`config.mk`:
```
export PLATFORM = sky130hd
export DESIGN_NAME = issue_queue_alu0
export DESIGN_NICKNAME = d
export VERILOG_FILES = /design/src/rtl/issue_queue_alu0_pkg.sv /design/src/rtl/issue_queue_alu0_select.sv /design/src/rtl/issue_queue_alu0.sv
export SDC_FILE = /design/constraint.sdc
export NUM_CORES = 1
export LEC_CHECK = 0
export ABC_AREA = 1
export CORE_ASPECT_RATIO = 1.75
export CORE_MARGIN = 5
export CORE_UTILIZATION = 45
export CTS_CLUSTER_DIAMETER = 30
export CTS_CLUSTER_SIZE = 12
export DETAILED_ROUTE_END_ITERATION = 16
export PLACE_DENSITY = 0.67
export SETUP_SLACK_MARGIN = 0.5
export SYNTH_ARGS = -nofsm -noshare
export SYNTH_HDL_FRONTEND = slang
export SYNTH_SLANG_ARGS = --single-unit
```
`constraint.sdc`:
```
create_clock -name clk -period 7.2 [get_ports clk]
set_input_delay 2.16 -clock clk [delete_from_list [all_inputs] [get_ports clk]]
set_output_delay 2.16 -clock clk [all_outputs]
set_load 0.05 [all_outputs]
```
`src/rtl/issue_queue_alu0_pkg.sv`:
```
// ---------------------------------------------------------------------------
// issue_queue_alu0_pkg
// Shared widths, ALU0 opcode encodings, the queue entry layout and the
// source-readiness helper used by the ALU0 issue queue.
// No ports (package).
// ---------------------------------------------------------------------------
package issue_queue_alu0_pkg;

    localparam int IQ_DEPTH = 8;
    localparam int OP_W     = 5;
    localparam int PR_W     = 6;
    localparam int ROB_W    = 6;
    localparam int CNT_W    = 4;

    typedef enum logic [OP_W-1:0] {
        ALU0_ADD   = 5'd0,
        ALU0_SUB   = 5'd1,
        ALU0_AND   = 5'd2,
        ALU0_OR    = 5'd3,
        ALU0_XOR   = 5'd4,
        ALU0_NOR   = 5'd5,
        ALU0_SLL   = 5'd6,
        ALU0_SRL   = 5'd7,
        ALU0_SRA   = 5'd8,
        ALU0_SLT   = 5'd9,
        ALU0_SLTU  = 5'd10,
        ALU0_ADDI  = 5'd11,
        ALU0_ANDI  = 5'd12,
        ALU0_ORI   = 5'd13,
        ALU0_XORI  = 5'd14,
        ALU0_SLTI  = 5'd15,
        ALU0_SLTIU = 5'd16,
        ALU0_SLLI  = 5'd17,
        ALU0_SRLI  = 5'd18,
        ALU0_SRAI  = 5'd19,
        ALU0_LUI   = 5'd20,
        ALU0_AUIPC = 5'd21,
        ALU0_MOV   = 5'd22,
        ALU0_NOP   = 5'd23
    } alu0_op_e;

    typedef struct packed {
        logic [OP_W-1:0]  op;
        logic [PR_W-1:0]  dest;
        logic [ROB_W-1:0] rob_id;
        logic [PR_W-1:0]  src1;
        logic             src1_rdy;
        logic [PR_W-1:0]  src2;
        logic             src2_rdy;
    } iq_entry_t;

    // A source becomes ready if it already was, if it names the hard-wired
    // zero register, or if either wakeup bus broadcasts its tag this cycle.
    function automatic logic src_ready(
        input logic [PR_W-1:0] tag,
        input logic            rdy,
        input logic            wa_vld,
        input logic [PR_W-1:0] wa_pr,
        input logic            wb_vld,
        input logic [PR_W-1:0] wb_pr
    );
        return rdy | (tag == '0) | (wa_vld && (tag == wa_pr)) | (wb_vld && (tag == wb_pr));
    endfunction

endpackage

```
`src/rtl/issue_queue_alu0_select.sv`:
```
// ---------------------------------------------------------------------------
// iq_select_alu0
// Lowest-index-first priority encoder for the ALU0 issue queue.
// Ports:
//   req  - per-entry ready requests (bit 0 = oldest entry)
//   gnt  - one-hot grant of the lowest set request bit (all zero if none)
//   idx  - binary index of the granted entry (0 when nothing is granted)
// ---------------------------------------------------------------------------
module iq_select_alu0 #(
    parameter int N  = 8,
    parameter int IW = $clog2(N)
) (
    input  logic [N-1:0]  req,
    output logic [N-1:0]  gnt,
    output logic [IW-1:0] idx
);

    logic found;

    always_comb begin
        gnt   = '0;
        idx   = '0;
        found = 1'b0;
        for (int i = 0; i < N; i++) begin
            if (req[i] && !found) begin
                gnt[i] = 1'b1;
                idx    = IW'(i);
                found  = 1'b1;
            end
        end
    end

endmodule

```
`src/rtl/issue_queue_alu0.sv`:
```
// ---------------------------------------------------------------------------
// issue_queue_alu0
// Collapsing issue queue feeding the ALU0 execute stage. Entry 0 is the
// oldest; valid entries are contiguous from 0. Each cycle the oldest entry
// with both sources ready is selected, its destination tag is broadcast
// combinationally on ALU0_wake_*, and its payload is registered onto the
// ALU0_* issue outputs at the next edge.
//
// Ports:
//   clk, rst               - rising-edge clock, async active-high reset
//   disp_*                 - dispatch of one instruction per cycle
//   BRU_wake_vld/PR        - branch unit destination broadcast
//   flush                  - squash all queued and issuing work
//   iq_full, iq_cnt        - occupancy status (from registered count)
//   ALU0_vld, ALU0_*       - issued instruction, one cycle after select
//   ALU0_wake_vld/PR       - tag of the entry selected this cycle
//
// Handshake: dispatch is accepted on a clock edge when disp_vld=1 and
// iq_full=0; a dispatch presented while iq_full=1 is silently dropped, so
// the dispatcher must treat iq_full as its ready (inverted). The issue side
// has no back-pressure: ALU0 accepts every cycle that ALU0_vld=1.
// ---------------------------------------------------------------------------
module issue_queue_alu0
    import issue_queue_alu0_pkg::*;
#(
    parameter int IQ_DEPTH = issue_queue_alu0_pkg::IQ_DEPTH
) (
    input  logic             clk,
    input  logic             rst,

    input  logic             disp_vld,
    input  logic [OP_W-1:0]  disp_op,
    input  logic [PR_W-1:0]  disp_dest,
    input  logic [ROB_W-1:0] disp_ROB_ID,
    input  logic [PR_W-1:0]  disp_PR_source1,
    input  logic             disp_src1_rdy,
    input  logic [PR_W-1:0]  disp_PR_source2,
    input  logic             disp_src2_rdy,

    input  logic             BRU_wake_vld,
    input  logic [PR_W-1:0]  BRU_wake_PR,

    input  logic             flush,

    output logic             iq_full,
    output logic [CNT_W-1:0] iq_cnt,

    output logic             ALU0_vld,
    output logic [OP_W-1:0]  ALU0_op,
    output logic [PR_W-1:0]  ALU0_dest,
    output logic [ROB_W-1:0] ALU0_ROB_ID,
    output logic [PR_W-1:0]  ALU0_PR_source1,
    output logic [PR_W-1:0]  ALU0_PR_source2,

    output logic             ALU0_wake_vld,
    output logic [PR_W-1:0]  ALU0_wake_PR
);

    localparam int IW   = $clog2(IQ_DEPTH);
    localparam int LAST = IQ_DEPTH - 1;

    iq_entry_t           ent_q [IQ_DEPTH];
    iq_entry_t           ent_n [IQ_DEPTH];
    iq_entry_t           woken [IQ_DEPTH];
    logic [IQ_DEPTH-1:0] vld_q;
    logic [IQ_DEPTH-1:0] vld_n;
    logic [IQ_DEPTH-1:0] rdy_vec;
    logic [IQ_DEPTH-1:0] sel_req;
    logic [IQ_DEPTH-1:0] sel_gnt;
    logic [IW-1:0]       sel_idx;
    logic                sel_any;
    iq_entry_t           sel_ent;
    iq_entry_t           disp_ent;
    logic [CNT_W-1:0]    cnt_q;
    logic [CNT_W-1:0]    cnt_n;
    logic [CNT_W-1:0]    wr_idx;
    logic                disp_ok;

    // ---------------- select ----------------
    always_comb begin
        rdy_vec = '0;
        for (int i = 0; i < IQ_DEPTH; i++) begin
            rdy_vec[i] = vld_q[i] & ent_q[i].src1_rdy & ent_q[i].src2_rdy;
        end
        // Flush suppresses selection so nothing issues or wakes up.
        sel_req = flush ? '0 : rdy_vec;
    end

    iq_select_alu0 #(
        .N  (IQ_DEPTH),
        .IW (IW)
    ) u_select (
        .req (sel_req),
        .gnt (sel_gnt),
        .idx (sel_idx)
    );

    assign sel_any       = |sel_gnt;
    assign sel_ent       = ent_q[sel_idx];
    assign ALU0_wake_vld = sel_any;
    assign ALU0_wake_PR  = sel_ent.dest;

    // ---------------- wakeup ----------------
    // Both stored entries and the instruction being dispatched see this
    // cycle's broadcasts, so a dependent is never left waiting forever.
    always_comb begin
        for (int i = 0; i < IQ_DEPTH; i++) begin
            woken[i]          = ent_q[i];
            woken[i].src1_rdy = src_ready(ent_q[i].src1, ent_q[i].src1_rdy,
                                          sel_any, sel_ent.dest, BRU_wake_vld, BRU_wake_PR);
            woken[i].src2_rdy = src_ready(ent_q[i].src2, ent_q[i].src2_rdy,
                                          sel_any, sel_ent.dest, BRU_wake_vld, BRU_wake_PR);
        end
        disp_ent.op       = disp_op;
        disp_ent.dest     = disp_dest;
        disp_ent.rob_id   = disp_ROB_ID;
        disp_ent.src1     = disp_PR_source1;
        disp_ent.src2     = disp_PR_source2;
        disp_ent.src1_rdy = src_ready(disp_PR_source1, disp_src1_rdy,
                                      sel_any, sel_ent.dest, BRU_wake_vld, BRU_wake_PR);
        disp_ent.src2_rdy = src_ready(disp_PR_source2, disp_src2_rdy,
                                      sel_any, sel_ent.dest, BRU_wake_vld, BRU_wake_PR);
    end

    // ---------------- occupancy ----------------
    assign iq_full = (cnt_q == CNT_W'(IQ_DEPTH));
    assign iq_cnt  = cnt_q;
    assign disp_ok = disp_vld & ~iq_full;
    // The new entry lands just above the surviving entries after collapse.
    assign wr_idx  = cnt_q - CNT_W'(sel_any);
    assign cnt_n   = wr_idx + CNT_W'(disp_ok);

    // ---------------- collapse + insert ----------------
    always_comb begin
        ent_n[LAST] = woken[LAST];
        vld_n       = vld_q;
        // The top slot always empties on issue: the selected index is at
        // or below it, so everything above moves down by one.
        if (sel_any) begin
            vld_n[LAST] = 1'b0;
        end
        for (int i = 0; i < LAST; i++) begin
            if (sel_any && (IW'(i) >= sel_idx)) begin
                ent_n[i] = woken[i+1];
                vld_n[i] = vld_q[i+1];
            end else begin
                ent_n[i] = woken[i];
                vld_n[i] = vld_q[i];
            end
        end
        for (int i = 0; i < IQ_DEPTH; i++) begin
            if (disp_ok && (CNT_W'(i) == wr_idx)) begin
                ent_n[i] = disp_ent;
                vld_n[i] = 1'b1;
            end
        end
    end

    // ---------------- state ----------------
    always_ff @(posedge clk or posedge rst) begin
        if (rst) begin
            vld_q    <= '0;
            cnt_q    <= '0;
            ALU0_vld <= 1'b0;
        end else if (flush) begin
            vld_q    <= '0;
            cnt_q    <= '0;
            ALU0_vld <= 1'b0;
        end else begin
            vld_q    <= vld_n;
            cnt_q    <= cnt_n;
            ALU0_vld <= sel_any;
        end
    end

    // Payload is qualified by the valid bits above, so it needs no reset.
    always_ff @(posedge clk) begin
        ent_q <= ent_n;
        if (sel_any) begin
            ALU0_op         <= sel_ent.op;
            ALU0_dest       <= sel_ent.dest;
            ALU0_ROB_ID     <= sel_ent.rob_id;
            ALU0_PR_source1 <= sel_ent.src1;
            ALU0_PR_source2 <= sel_ent.src2;
        end
    end

endmodule

```
==> impl_metrics.py, run 1 <==
metrics = {
    "sta": {
        "timing.slew.headroom": 0.1604,
        "fin_crit_sh": 0.9025,
        "finalHoldViolCount": 0,
        "drv_slew": 0,
        "skew_ns": 0.02352,
        "fin_setup_tns_ns": 0,
        "worst_slew_pin_slew_ns": 1.258,
        "fmax_mhz": 153.9,
        "rsz0062_at_grt": "no",
        "period_minus_slack_ns": 6.498,
        "setup_viol": 0,
    },
    "power_and_ir_drop": {
        "p_leak_uw": 0.007833,
        "power_frac_comb": 0.484,
        "seq_power_share": 0.300,
        "peakVddDrop_uv": 267.6,
        "p_clk_frac": 0.216,
        "total_power_uw": 10460,
        "p_sw_frac": 0.4740,
        "p_sw_uw": 4960,
        "p_int_uw": 5505,
        "powerDensity_nw_per_um2": 520.5,
    },
    "floorplanning": {
        "core_sq_um": 37640,
        "io_pins": 84,
        "die-width_microns": 157.4,
        "rows": 94,
        "dieArea_sq_um": 42180,
        "fp.dieH_microns": 268.0,
        "start_util": 0.4547,
    },
    "synth": {
        "synth_edf_count": 261,
        "synth_area_leaders": "edfxtp_1, nand2_1, o22ai_1, inv_1, o21ai_0",
        "synthTopCellsByCount": "nand2_1, edfxtp_1, inv_1, o22ai_1, o21ai_0",
        "synth.avg_cell_area_sq_um": 8.352,
        "synthesis.instances": 2049,
        "ys_seq_area_frac": 0.4957,
        "synth_cell_types": 46,
        "ys.flop_type": "edfxtp_1",
        "async_flop_share": 0.04483,
        "syn_area_sq_um": 17110,
        "synth_top_area_share": 0.4580,
        "ys_warn_count": 0,
        "synth_top_area_cell": "edfxtp_1",
        "ys_ff_latch": 290,
        "synth_fp_nets": 2095,
        "synth.most_common_cell": "nand2_1",
    },
    "detailed_routing": {
        "first_pass_iters": 8,
        "vias": 17010,
        "postRouteAntennaNets": 0,
        "drc": 0,
        "drt_wl_total_microns": 72290,
        "routedWlPerCell_microns": 27.46,
        "initialDrtViolationCount": 2019,
        "via_per_inst": 6.462,
    },
    "hold_path": {
        "hold_class": "flop to flop",
    },
    "placement": {
        "hpwl_microns": 46880,
        "io_buffers": 83,
        "place_congestion": 1.046,
    },
    "global_route": {
        "grt_max_degree": 104,
        "track_usage": 0.3358,
        "overflow": 0,
        "grt_antenna_before_repair": 0,
        "first_global_vias": 16790,
        "grt_pass1_wl_microns": 105000,
    },
    "critical_path": {
        "required_ns": 5.04,
        "crit_type": "input pin to output port",
        "arrival_ns": 4.34,
        "cp-start-kind": "input pin",
        "cp-end-kind": "output port",
        "path_max_fanout": 24,
    },
    "cts": {
        "cts_root_buffer": "clkbuf_16",
        "cts.htree.levels": 2,
        "clock_latency_ns": 0.56,
        "cts_setup_buffers": 0,
        "clock_sinks": 290,
        "cts_resized": 2,
        "holdBufCountCts": 0,
        "clock_path_buffers": 3,
        "clkTransAtPathRegs_ns": 0.06,
        "cts_tree": "done",
        "cts-buffers-inserted": 47,
    },
    "final_layout": {
        "insertedDiodeCount": 0,
        "drive_gt1_frac": 0.08875,
        "area_delta_synth_final_pct": 17.48,
        "fin_nets": 2162,
    },
    "job": {
        "maxCapViolations": 0,
    },
    "run_status": {
        "run_status": "finished clean",
    },
}
==> placed cells by master (no fill, tap or decap), types with 34 or more instances in the layout <==
| cell type | instances |
|---|---|
| clkbuf_16 | 47 |
| a21oi_1 | 74 |
| o211ai_1 | 34 |
| nor2_1 | 103 |
| o21ai_0 | 165 |
| nand4_1 | 39 |
| buf_4 | 66 |
| clkdlybuf4s50_1 | 75 |
| nand3_1 | 157 |
| edfxtp_1 | 261 |
| inv_1 | 221 |
| nand2_1 | 476 |
| o22ai_1 | 179 |
==> per-stage QoR <==
stage	util	instance area [sq um]	hold WS (ns)	setup slack [ns]	std cells
after floorplan	-	17120	0.5072	0.5850	2049
after global placement	0.4930	18560	0.5332	0.2624	2547
after detailed placement	0.4930	18560	0.5398	0.2057	2547
after CTS	0.5343	20110	0.5512	0.5064	2632
after global routing	0.5342	20110	0.5780	0.5537	2632
final	0.5342	20110	0.5524	0.7018	2632
==> state kept, by name, indices dropped and copies added, names as in the netlist <==
signal           count
ent_q              248
vld_q                8
ALU0_PR_source1      6
ALU0_PR_source2      6
ALU0_ROB_ID          6
ALU0_dest            6
ALU0_op              5
iq_cnt               4
ALU0_vld             1
==> cell families after synthesis <==
logic type                 Yosys count  synth area share
and+or+nand+nor                    835            0.2163
AOI/OAI and AO/OA                  538            0.1902
adders and majority gates            4          0.002925
DFF                                290            0.4957
xor gates and xnor gates            12          0.006141
buffers and inverters              370           0.08876
==> final cells by class <==
cell class / count / area (sq um)
Inverter: 236 / 885.9
Multi-Input combinational cell: 1389 / 7129
Timing Repair Buffer: 152 / 1451
Clock buffer: 56 / 1230
Clock inverter: 29 / 325.3
Fill cell: 3467 / 17530
Tap cell: 480 / 600.6
Sequential cell: 290 / 8483
==> path summary, 6_finish.rpt <==
path | from | slack, ns | end | cells past startpoint
hold reg to reg | ent_q[119] | 0.55 | ent_q[150] | 2
max in group asynchronous | rst | 4.91 | ALU0_vld | 2
setup reg to reg | ent_q[38] | 2.89 | ent_q[218] | 19
setup / recovery | flush | 0.70 | ALU0_wake_PR[5] | 12
hold / removal | ent_q[119] | 0.55 | ent_q[150] | 2
min in group asynchronous | rst | 1.94 | iq_cnt[1] | 2
==> critical path, cell delays in order <==
cell,delay [ns]
clkbuf_2,0.18
inv_2,0.24
nand4_1,0.17
nand2_2,0.16
nor2_8,0.07
nand4_4,0.12
buf_4,0.30
nand4_1,0.14
nand3_1,0.12
nand3_2,0.09
nand2_1,0.37
buf_12,0.20
==> power by group through the flow <==
stage / registers [uW] / clock network, uW / logic, uW
global route: 3180 / 2360 / 5320
finish: 3140 / 2260 / 5070
floorplan: 3160 / 0 / 2860
CTS: 3120 / 2270 / 4890
global placement: 3140 / 0 / 4820
detailed placement: 3150 / 0 / 4870
==> metal layers <==
layer	global-route usage	part of all wire
met5	0	0
met4	0.2900	0.11
met3	0.07638	0.11
met2	0.5496	0.47
met1	0.3617	0.32
Note: power is estimated with default switching activity, not from simulation.
==> run 2: changes to the inputs <==
--- a/config.mk
+++ b/config.mk
@@ -12,6 +12,8 @@
 export CTS_CLUSTER_DIAMETER = 30
 export CTS_CLUSTER_SIZE = 12
 export DETAILED_ROUTE_END_ITERATION = 16
+export HOLD_SLACK_MARGIN = 0.12
+export MAX_ROUTING_LAYER = met4
 export PLACE_DENSITY = 0.67
 export SETUP_SLACK_MARGIN = 0.5
 export SYNTH_ARGS = -nofsm -noshare
==> constraint.sdc (replaced) <==
create_clock -name clk -period 7.2 [get_ports clk]
set_input_delay 2.16 -clock clk [delete_from_list [all_inputs] [get_ports clk]]
set_output_delay 2.16 -clock clk [all_outputs]
set_load 0.005 [all_outputs]
==> impl_metrics.py, run 2 (synthesis results as in run 1) <==
metrics = {
    "run_status": {
        "run_status": "finished clean",
    },
    "critical_path": {
        "cp-start-kind": "input pin",
        "crit_type": "input pin to output port",
        "required_ns": 5.04,
        "cpMaxStageDelayCell": "clkdlybuf4s50_1",
        "cp-end-kind": "output port",
        "arrival_ns": 4.42,
        "crit_chain": "buf_2 > inv_4 > nand4_1 > nand2_2 > nor2_8 > nand4_4 > nand2_1 > nor2_1 > buf_4 > nand3_1 > nand3_1 > nand2_2 > clkdlybuf4s50_1",
        "path_max_fanout": 12,
        "worst_path_largest_cell_delay_ns": 0.53,
    },
    "detailed_routing": {
        "routedWlPerCell_microns": 28.25,
        "initialDrtViolationCount": 1935,
        "drt_wl_total_microns": 74760,
        "drc": 0,
        "via_per_inst": 6.502,
        "vias": 17210,
        "postRouteAntennaNets": 0,
        "first_pass_iters": 8,
    },
    "sta": {
        "rsz0062_at_grt": "no",
        "timing.slew.headroom": 0.1910,
        "skew_ns": 0.01331,
        "fmax_mhz": 151.9,
        "finalHoldViolCount": 0,
        "period_minus_slack_ns": 6.583,
        "fin_crit_sh": 0.9144,
        "drv_slew": 0,
        "setup_viol": 0,
        "fin_setup_tns_ns": 0,
        "worst_slew_pin_slew_ns": 1.209,
    },
    "power_and_ir_drop": {
        "peakVddDrop_uv": 283.9,
        "powerDensity_nw_per_um2": 509.7,
        "p_leak_uw": 0.007934,
    },
    "cts": {
        "cts_root_buffer": "clkbuf_16",
        "cts-buffers-inserted": 50,
        "clock_path_buffers": 3,
        "cts.htree.levels": 2,
        "holdBufCountCts": 0,
        "clock_latency_ns": 0.58,
        "clock_sinks": 290,
        "cts_tree": "done",
        "clkTransAtPathRegs_ns": 0.05,
    },
    "final_layout": {
        "most-common-layout-cells": "nand2_1, edfxtp_1, inv_1",
        "final_core_util": 0.5387,
        "drive_gt1_frac": 0.09469,
        "final_design_area_no_fill_sq_um": 20270,
        "final_common_cell": "nand2_1",
        "fillers": 3470,
        "largestRegisters": "ent_q (248), vld_q (8)",
        "fin_cells": 2646,
        "regMostFlops": "ent_q",
        "area_delta_synth_final_pct": 18.46,
        "fin_nets": 2171,
        "largest_register_ff_count": 248,
    },
    "floorplanning": {
        "core_sq_um": 37640,
        "io_pins": 84,
        "fp.dieH_microns": 268.0,
        "dieArea_sq_um": 42180,
        "start_util": 0.4547,
        "die-width_microns": 157.4,
        "rows": 94,
    },
    "job": {
        "maxCapViolations": 0,
    },
    "global_route": {
        "grt_max_degree": 109,
        "overflow": 0,
        "track_usage": 0.3573,
        "first_global_vias": 17020,
        "grt_antenna_before_repair": 1,
        "grt_pass1_wl_microns": 107400,
    },
    "placement": {
        "placed_cells": 2549,
        "place_area_sq_um": 18480,
        "hpwl_microns": 48150,
        "place_congestion": 1.016,
        "io_buffers": 83,
    },
    "hold_path": {
        "hold_class": "flop to flop",
    },
}
==> run 2: repair_timing <==
item,CTS,global route
gates resized for setup,13,3
cloned,2,0
pin swaps,1,0
endpoints found under the setup margin,7,6
setup buffers,2,0
endpoints found under the hold margin,0,0
==> run 2: final timing paths <==
check                          start              end  slack [ns]  depth (start not counted)
min reg2reg                 vld_q[1]         vld_q[1]        0.56                          2
max reg2reg                ent_q[38]       ent_q[247]        2.66                         19
min in group asynchronous        rst         ALU0_vld        1.93                          2
max                            flush  ALU0_wake_PR[2]        0.62                         13
max in group asynchronous        rst         vld_q[0]        4.89                          2
min                         vld_q[1]         vld_q[1]        0.56                          2
==> run 2: area by class of cell <==
type | count | area (sq um) | share of cell area
Sequential cell | 290 | 8483 | 0.4184
Multi-Input combinational cell | 1391 | 7186 | 0.3544
Timing Repair Buffer | 156 | 1390 | 0.06857
Clock buffer | 53 | 1304 | 0.06431
Inverter | 236 | 890.9 | 0.04394
Tap cell | 480 | 600.6 | 0.02962
Clock inverter | 39 | 416.7 | 0.02055
Antenna cell | 1 | 2.502 | 0.0001234
==> run 2: per-stage QoR <==
step | hold WS (ns) | worst slack [ns] | power [uW]
5_1_grt | 0.5766 | 0.5140 | 10710
2_1_floorplan | 0.5072 | 0.6090 | 5708
4_1_cts | 0.5529 | 0.5156 | 10150
3_3_place_gp | 0.5327 | 0.08295 | 7592
3_5_place_dp | 0.5412 | 0.03973 | 7649
6_report | 0.5582 | 0.6165 | 10330
==> run 2: routing by layer <==
metal,global-route usage,vias to the layer above,wire length [microns]
met5,-,-,0
met4,0.2921,0,7740
met3,0.07332,441,7419
met2,0.5741,1185,35470
met1,0.3749,8090,24130
li1,-,7489,-
==> run 2: power breakdown <==
group          switching, uW  internal (uW)
sequential               435           2710
clock                    948           1520
combinational           3400           1310
total                   4790           5550
==> run 2: critical path: cells and delay by family <==
family	cells	cell delay, ns
simple gates	9	1.24
buf+inv	4	1.01
